### src/rtl/addsub_seq_ctrl_pkg.sv
// Shared definitions for the byte-serial add/subtract sequencer.
package addsub_seq_ctrl_pkg;

  // 2-bit FSM state encoding
  typedef enum logic [1:0] {
    ST_IDLE = 2'd0,
    ST_RUN  = 2'd1,
    ST_DONE = 2'd2
  } state_e;

  localparam int SLICE_W = 8;

  // Byte index width: clog2(bytes) with a floor of one bit
  function automatic int idx_w(input int bytes);
    return (bytes > 1) ? $clog2(bytes) : 1;
  endfunction

endpackage

### src/rtl/addsub_seq_ctrl_slice8.sv
// 8-bit add/subtract slice: conditional inverter on b feeding an 8-bit adder.
module addsub_slice8 (
  input  logic [7:0] a,
  input  logic [7:0] b,
  input  logic       inv,
  input  logic       cin,
  output logic [7:0] sum,
  output logic       cout,
  output logic       ovf
);

  logic [7:0] bx;
  logic [7:0] lo;
  logic [1:0] hi;

  // Split at bit 7 so the carry into the MSB is visible for signed overflow
  always_comb begin
    bx   = inv ? ~b : b;
    lo   = {1'b0, a[6:0]} + {1'b0, bx[6:0]} + {7'd0, cin};
    hi   = {1'b0, a[7]} + {1'b0, bx[7]} + {1'b0, lo[7]};
    sum  = {hi[0], lo[6:0]};
    cout = hi[1];
    ovf  = hi[1] ^ lo[7];
  end

endmodule

### src/rtl/addsub_seq_ctrl.sv
// Byte-serial A+B / A-B sequencer reusing one 8-bit slice, LSB first.
module addsub_seq_ctrl
  import addsub_seq_ctrl_pkg::*;
#(
  parameter int BYTES = 4
) (
  input  logic                 clk,
  input  logic                 reset_n,
  input  logic                 start_valid,
  output logic                 start_ready,
  input  logic                 op_sub,
  input  logic [8*BYTES-1:0]   a,
  input  logic [8*BYTES-1:0]   b,
  output logic                 result_valid,
  input  logic                 result_ready,
  output logic [8*BYTES-1:0]   result,
  output logic                 carry_out,
  output logic                 overflow,
  output logic                 zero
);

  localparam int W  = 8 * BYTES;
  localparam int IW = idx_w(BYTES);

  state_e          state_q, state_d;
  logic [IW-1:0]   idx_q, idx_d;
  logic            carry_q, carry_d;
  logic            sub_q, sub_d;
  logic [W-1:0]    a_q, a_d, b_q, b_d, res_q, res_d;
  logic            cout_q, cout_d, ovf_q, ovf_d;

  logic [7:0]      s_sum;
  logic            s_cout, s_ovf;
  logic            last;
  logic [W+7:0]    res_shift;

  // Operands shift right one byte per RUN cycle, so the slice always sees byte 0
  addsub_slice8 u_slice (
    .a    (a_q[7:0]),
    .b    (b_q[7:0]),
    .inv  (sub_q),
    .cin  (carry_q),
    .sum  (s_sum),
    .cout (s_cout),
    .ovf  (s_ovf)
  );

  assign last      = (idx_q == IW'(BYTES - 1));
  assign res_shift = {s_sum, res_q};

  // State register
  always_ff @(posedge clk or negedge reset_n) begin
    if (!reset_n) state_q <= ST_IDLE;
    else          state_q <= state_d;
  end

  // Next-state logic
  always_comb begin
    state_d = state_q;
    case (state_q)
      ST_IDLE: if (start_valid)  state_d = ST_RUN;
      ST_RUN:  if (last)         state_d = ST_DONE;
      ST_DONE: if (result_ready) state_d = ST_IDLE;
      default:                   state_d = ST_IDLE;
    endcase
  end

  // Outputs decoded from state; zero is only meaningful with result_valid
  always_comb begin
    start_ready  = (state_q == ST_IDLE);
    result_valid = (state_q == ST_DONE);
    result       = res_q;
    carry_out    = cout_q;
    overflow     = ovf_q;
    zero         = (state_q == ST_DONE) && (res_q == '0);
  end

  // Datapath next values: latch on accept, step one byte per RUN cycle
  always_comb begin
    idx_d   = idx_q;
    carry_d = carry_q;
    sub_d   = sub_q;
    a_d     = a_q;
    b_d     = b_q;
    res_d   = res_q;
    cout_d  = cout_q;
    ovf_d   = ovf_q;
    if (state_q == ST_IDLE && start_valid) begin
      a_d     = a;
      b_d     = b;
      sub_d   = op_sub;
      idx_d   = '0;
      carry_d = op_sub;   // +1 of two's complement on subtract
    end else if (state_q == ST_RUN) begin
      a_d     = a_q >> 8;
      b_d     = b_q >> 8;
      res_d   = res_shift[W+7:8];  // new byte enters at the top, ends LSB-aligned
      carry_d = s_cout;
      idx_d   = idx_q + IW'(1);
      if (last) begin
        cout_d = s_cout;
        ovf_d  = s_ovf;
      end
    end
  end

  // Datapath registers
  always_ff @(posedge clk or negedge reset_n) begin
    if (!reset_n) begin
      idx_q   <= '0;
      carry_q <= 1'b0;
      sub_q   <= 1'b0;
      a_q     <= '0;
      b_q     <= '0;
      res_q   <= '0;
      cout_q  <= 1'b0;
      ovf_q   <= 1'b0;
    end else begin
      idx_q   <= idx_d;
      carry_q <= carry_d;
      sub_q   <= sub_d;
      a_q     <= a_d;
      b_q     <= b_d;
      res_q   <= res_d;
      cout_q  <= cout_d;
      ovf_q   <= ovf_d;
    end
  end

endmodule

### config.mk
export PLATFORM = sky130hd
export DESIGN_NAME = addsub_seq_ctrl
export DESIGN_NICKNAME = d
export VERILOG_FILES = /design/src/rtl/addsub_seq_ctrl_pkg.sv /design/src/rtl/addsub_seq_ctrl_slice8.sv /design/src/rtl/addsub_seq_ctrl.sv
export SDC_FILE = /design/constraint.sdc
export NUM_CORES = 1
export LEC_CHECK = 0
export ABC_CLOCK_PERIOD_IN_PS = 3000
export CORE_ASPECT_RATIO = 1.4
export CORE_MARGIN = 10
export CORE_UTILIZATION = 30
export DETAILED_ROUTE_END_ITERATION = 10
export PLACE_DENSITY_LB_ADDON = 0.08
export REMOVE_ABC_BUFFERS = 1
export SYNTH_ARGS = -nofsm -noshare
export SYNTH_HDL_FRONTEND = slang
export SYNTH_SLANG_ARGS = --single-unit
### constraint.sdc
create_clock -name clk -period 3 [get_ports clk]
set_clock_uncertainty 0.1 [all_clocks]
set_input_delay 0.45 -clock clk [delete_from_list [all_inputs] [get_ports clk]]
set_output_delay 0.45 -clock clk [all_outputs]
set_load 0.01 [all_outputs]
==> results of run 1 <==
[power by group through the flow]
stage                     Combinational, uW  Clock [uW]  Sequential, uW
after floorplan                        2210           0            2550
after global placement                 3470           0            2580
after detailed placement               3550           0            2600
after CTS                              3570        1290            2570
after global routing                   3990        1350            2660
final                                  3480        1230            2560
[sequential cells by signal, indices dropped and copies added (netlist names)]
register / count
result: 32
idx_q: 2
carry_out: 1
overflow: 1
sub_q: 1
b_q: 32
a_q: 32
carry_q: 1
state_q: 2
[stage by stage]
stage	utilization (%)	setup slack, ns
after floorplan	-	-1.82
after global placement	38.1	0.453
after detailed placement	38.1	0.358
after CTS	40.1	0.165
after global routing	40.1	0.174
final	40.1	0.222
[Yosys cell counts (2+ instances only)]
cell type and n:
nor4_1 8, o21bai_1 2, a21oi_1 5, a22oi_1 31
inv_1 6, xnor2_1 4, nor2_1 3, clkbuf_1 4
o21ai_0 9, buf_2 16, nand2b_1 4, buf_6 7
fa_1 3, nand2_1 218, a221o_1 2, xor2_1 8
a22oi_2 16, buf_4 3, dfrtp_1 104, ha_1 7
nor3_1 2, o21ai_1 19
[final cells by class]
| cell class | instances | area (um^2) |
|---|---|---|
| Multi-Input combinational cell | 356 | 1930 |
| Inverter | 6 | 22.5 |
| Tap cell | 196 | 245 |
| Clock buffer | 10 | 229 |
| Sequential cell | 104 | 2600 |
| Fill cell | 1639 | 9310 |
| Timing Repair Buffer | 110 | 1110 |
| Clock inverter | 5 | 81.3 |
[worst reg2reg max path, cell delays in order, from the launching register on]
cell	delay, ns
dfrtp_1	0.59
xor2_1	0.29
ha_1	0.28
nand2b_1	0.09
a21oi_1	0.10
o21a_1	0.25
fa_1	0.45
a221o_1	0.33
[worst min-delay path by stage]
stage	startpoint	end	slack (ns)	depth (start not counted)
6_report	reset_n	state_q[1]	0.02	1
3_5_place_dp	b_q[9]	b_q[9]	0.37	2
5_1_grt	reset_n	state_q[1]	0.07	1
2_1_floorplan	reset_n	a_q[0]	0.05	0
3_3_place_gp	b_q[10]	b_q[10]	0.36	2
4_1_cts	reset_n	state_q[1]	0.05	1
[placed cells by master, fill, tap and decap left out, types with 2 or more instances in the layout]
| cell | Yosys | routed |
|---|---|---|
| xor2_1 | 8 | 8 |
| inv_1 | 6 | 6 |
| buf_4 | 3 | 4 |
| a22oi_2 | 16 | 16 |
| xnor2_1 | 4 | 4 |
| o21ai_0 | 9 | 9 |
| bufinv_16 | 0 | 2 |
| a22oi_1 | 31 | 31 |
| nor4_1 | 8 | 8 |
| a221o_1 | 2 | 2 |
| a21oi_1 | 5 | 5 |
| nand2_1 | 218 | 218 |
| nor3_1 | 2 | 2 |
| ha_1 | 7 | 7 |
| clkbuf_16 | 0 | 9 |
| dfrtp_1 | 104 | 104 |
| clkdlybuf4s50_1 | 0 | 104 |
| nor2_1 | 3 | 3 |
| o21bai_1 | 2 | 2 |
| fa_1 | 3 | 3 |
| o21ai_1 | 19 | 19 |
| buf_12 | 0 | 2 |
| nand2b_1 | 4 | 3 |
[kinds of logic after synthesis]
group,share of synthesized area [%]
adders and majority gates,3.11
DFF,54.8
buffers and inverters,4.72
xor gates and xnor gates,2.21
AOI/OAI and AO/OA,14.2
muxes,0.474
and+or+nand+nor,20.4
[per-layer routing]
metal,GRT usage [%],vias to the layer above,part of all wire (%)
li1,-,1824,-
met1,13.4,1751,44
met2,19.1,82,49
met3,3.19,10,5.2
met4,4.12,0,1.4
met5,0,-,0
==> results.txt, run 1 <==
gr usage total: 11.3%
final design area excluding fillers: 6230 um^2
clk slew on worst S/H paths: 0.07 ns
Power per Cell Area: 1170 nW/um^2
Root Driver: clkbuf_16
synthesized area per cell: 9.55 um^2
ranking of synthesized cells by area: dfrtp_1 (55%), nand2_1 (17%), a22oi_1 (4.9%)
final slew viol count: 0
Core Region: 15500 um^2
crit-path cells: nor4_1, nand4_1, nor4_1, clkdlybuf4s50_1
Most common cell on crit path: nor4_1
Cells after Synth: 497
Worst-Margin Slew: 1.12 ns
total CTS buffers: 9
post-synth top area share: 54.8%
R2R depth: 7
Yosys warning total: 0
gp weighted congestion: 0.789
Distinct cells, synth: 38
CP peak stage delay: 0.59 ns
first-pass GRT wire length: 20.2 mm
grt total ovfl: 0
CP max-delay cell: clkdlybuf4s50_1
Post-CTS Setup Inserts: 0
crit path capture type: output pin
initial antenna violation count: 0
Switching Share: 40.6%
Critical Path RT: 2.45 ns
Worst Setup SP: result[24]
Hold WC Path Type: input pin to async pin
register bit total from synthesis: 104
largest net degree at the start of global routing: 87
clk buf depth: 2
Ant. Diodes: 0
Initial DRC Count: 245
reg2reg start: sub_q
# IOs: 106
CP startpoint kind: flip-flop
Combinational Power Share: 47.9%
htree depth: 3
Die Y: 169 um
register area share after synthesis: 54.8%
Post-synth ARST share: 100%
share of layout cells above drive strength 1: 7.28%
CP Buf/Inv Count: 1
fin crit period: 2.78 ns
area of the mapped netlist: 4750 um^2
Worst VDD drop: 410 uV
Sequential Power Share: 35.2%
CTS tree: done
max-cap viol count: 0
switching pwr: 2950 uW
number of global-route vias before repair: 3976
Design Power: 7270 uW
clock power share: 16.9%
final setup TNS: 0 ns
Resized cells post-CTS: 0
area leader, netlist: dfrtp_1
RSZ-0062 raised after global routing: no
Initial Util: 30.6%
internal power: 4320 uW
die area: 21300 um^2
critical path fanouts, max: 4
Avg Vias per Cell: 4.66
DP Wirelength: 8.48 mm
# hold bufs at CTS: 0
Post-DP Area: 5920 um^2
CP delay by family, top: simple AND/OR/NAND/NOR gates
die width: 126 um
DR WL/cell: 15.3 um
drt pass-1 iters: 4
final setup violation count: 0
period utilization: 92.6%
Port Buffers: 105
CP endpoint: zero
WP depth: 4
Pleak: 0.00286 uW
Nets: 666
R2R Setup Slk: 0.40 ns
EDFF count, synth: 0
post-route ant nets: 0
Max-Slew Margin vs Limit: 25.4%
Hold Slack: 0.0232 ns
FF-to-FF End: carry_q
cell count after placement: 772
Rows: 54
Final Non-Filler Cells: 787
Worst Setup Path Type: flip-flop to output pin
vias: 3667
Total Wirelength: 12.0 mm
clk_lat worst skew: 0.34 ns
TritonCTS Sinks: 104
status: finished clean
Area Overhead vs Synth: 31.1%
Hold Fails Final Rpt: 0
fmax: 360 MHz
CP arrival: 2.23 ns
most used flip-flop cell after synthesis: dfrtp_1
DRC: 0
No activity file was read; power rests on OpenSTA's default activity.
==> run 2, diff against run 1 <==
--- a/config.mk
+++ b/config.mk
@@ -5,7 +5,7 @@
 export SDC_FILE = /design/constraint.sdc
 export NUM_CORES = 1
 export LEC_CHECK = 0
-export ABC_CLOCK_PERIOD_IN_PS = 3000
+export ABC_CLOCK_PERIOD_IN_PS = 3160
 export CORE_ASPECT_RATIO = 1.4
 export CORE_MARGIN = 10
 export CORE_UTILIZATION = 30
==> constraint.sdc (replaced) <==
create_clock -name clk -period 3.16 [get_ports clk]
set_clock_uncertainty 0.1 [all_clocks]
set_input_delay 0.474 -clock clk [delete_from_list [all_inputs] [get_ports clk]]
set_output_delay 0.474 -clock clk [all_outputs]
set_load 0.01 [all_outputs]
==> run 2 against run 1 <==
Effect of this change: non-clock buffer count did not move; worst hold slack gained 0.080 ns; via count rose by 0.68%; die area stayed put; largest cell class unchanged; largest power group unchanged; critical endpoint unchanged.
==> results.txt, run 2 (synthesis gave the netlist of run 1 again) <==
CP startpoint kind: flip-flop (unchanged)
Initial Util: 30.6% (unchanged)
final setup violation count: 0 (unchanged)
worst setup margin: 0.309 ns (was 0.222 ns)
max-cap viol count: 0 (unchanged)
CP max-delay cell: clkdlybuf4s50_1 (unchanged)
Core Region: 15500 um^2 (unchanged)
period utilization: 90.2%
Post-DP Area: 5920 um^2 (unchanged)
Hold Slack: 0.103 ns (was 0.0232 ns)
Layout fillers: 1591 (was 1639)
number of global-route vias before repair: 3869 (was 3976)
Worst-Margin Slew: 1.16 ns (was 1.12 ns)
RSZ-0062 raised after global routing: no (unchanged)
Nets: 666 (unchanged)
most common cell after layout, fill and taps aside: nand2_1 (unchanged)
DRC: 0 (unchanged)
drt pass-1 iters: 4 (unchanged)
area of the multi-input gates: 1930 um^2 (unchanged)
grt total ovfl: 0 (unchanged)
gr usage total: 11.3% (about the same)
htree depth: 3 (unchanged)
GR peak layer: met2 (unchanged)
CP arrival: 2.28 ns (was 2.23 ns)
Hold WC Path Type: input pin to async pin (unchanged)
CP delay by family, top: simple AND/OR/NAND/NOR gates (unchanged)
Resized cells post-CTS: 0 (unchanged)
final setup TNS: 0 ns (unchanged)
status: finished clean (unchanged)
Port Buffers: 105 (unchanged)
DP Wirelength: 8.38 mm (was 8.48 mm)
met2 usage: 19.2% (was 19.1%)
met1 Usage GRT: 13.3% (was 13.4%)
crit path capture type: output pin (unchanged)
Root Driver: clkbuf_16 (unchanged)
crit-path cells: nor4_1, nand4_1, nor4_1, clkdlybuf4s50_1 (unchanged)
# hold bufs at CTS: 0 (unchanged)
CTS tree: done (unchanged)
Worst Setup Path Type: flip-flop to output pin (unchanged)
most frequent cells in the layout: nand2_1 (218), dfrtp_1 (104), clkdlybuf4s50_1 (104) (unchanged)
Max-Slew Margin vs Limit: 22.6% (was 25.4%)
Post-CTS Setup Inserts: 0 (unchanged)
initial antenna violation count: 0 (unchanged)
Avg Vias per Cell: 4.69 (was 4.66)
Worst VDD drop: 365 uV (was 410 uV)
pre-CTS WS: 0.541 ns (was 0.358 ns)
Hold Fails Final Rpt: 0 (unchanged)
fmax: 351 MHz
total CTS buffers: 9 (unchanged)
Pleak: 0.00284 uW (was 0.00286 uW)
Area Overhead vs Synth: 30.9% (was 31.1%)
clk_lat worst skew: 0.35 ns (was 0.34 ns)
# IOs: 106 (unchanged)
sequential standard cell area: 2600 um^2 (unchanged)
routing usage on met3: 3.06% (was 3.19%)
Critical Path RT: 2.59 ns (was 2.45 ns)
largest net degree at the start of global routing: 87 (unchanged)
CP Buf/Inv Count: 1 (unchanged)
final design area excluding fillers: 6210 um^2 (was 6230 um^2)
die width: 126 um (unchanged)
Final Non-Filler Cells: 788 (was 787)
cell count after placement: 772 (unchanged)
Die Y: 169 um (unchanged)
clk slew on worst S/H paths: 0.08 ns (was 0.07 ns)
vias: 3692 (was 3667)
Ant. Diodes: 0 (unchanged)
Power per Cell Area: 1100 nW/um^2 (was 1170 nW/um^2)
Total Wirelength: 12.1 mm (was 12.0 mm)
CP peak stage delay: 0.59 ns (about the same)
gp weighted congestion: 0.787 (was 0.789)
Initial DRC Count: 213 (was 245)
final slew viol count: 0 (unchanged)
Most common cell on crit path: nor4_1 (unchanged)
DR WL/cell: 15.4 um (was 15.3 um)
clk buf depth: 2 (unchanged)
critical path fanouts, max: 4 (unchanged)
first-pass GRT wire length: 19.9 mm (was 20.2 mm)
share of layout cells above drive strength 1: 7.43% (was 7.28%)
TritonCTS Sinks: 104 (unchanged)
die area: 21300 um^2 (unchanged)
fin crit period: 2.85 ns
Rows: 54 (unchanged)
post-route ant nets: 0 (unchanged)
-- run 2: through the flow --
stage	utilization (%)	power, uW
after floorplan	-	4540
after global placement	38.1	5760
after detailed placement	38.1	5830
after CTS	40.0	6990
after global routing	40.0	7500
final	40.0	6840
-- run 2: final cells by class --
cell class | instances | area share [%]
clock inverter | 6 | 1.13
tap | 196 | 3.95
clock buffer | 10 | 3.68
inverter | 6 | 0.362
timing repair buffer | 110 | 17.9
sequential | 104 | 41.9
multi-input combinational | 356 | 31.1
-- run 2: final timing paths --
check | startpoint | endpoint | slack [ns] | depth (start not counted)
worst min-delay path | reset_n | result[7] | 0.10 | 1
max in group asynchronous | reset_n | b_q[22] | 2.12 | 2
worst max register to register | sub_q | carry_q | 0.58 | 7
min in group clk | a_q[20] | a_q[20] | 0.38 | 2
worst max-delay path | result[24] | zero | 0.31 | 4
worst min register to register | a_q[20] | a_q[20] | 0.38 | 2
-- run 2: layer usage --
layer	wire length (um)	vias up
li1	-	1833
met1	5410	1757
met2	5920	86
met3	569	16
met4	218	0
met5	0	-
-- run 2: power breakdown --
| group | total, uW | switching [uW] | internal [uW] | leakage (uW) |
|---|---|---|---|---|
| Sequential | 2430 | 475 | 1960 | 0.00132 |
| Clock | 1130 | 508 | 618 | 0.000135 |
| Combinational | 3290 | 1840 | 1450 | 0.00139 |
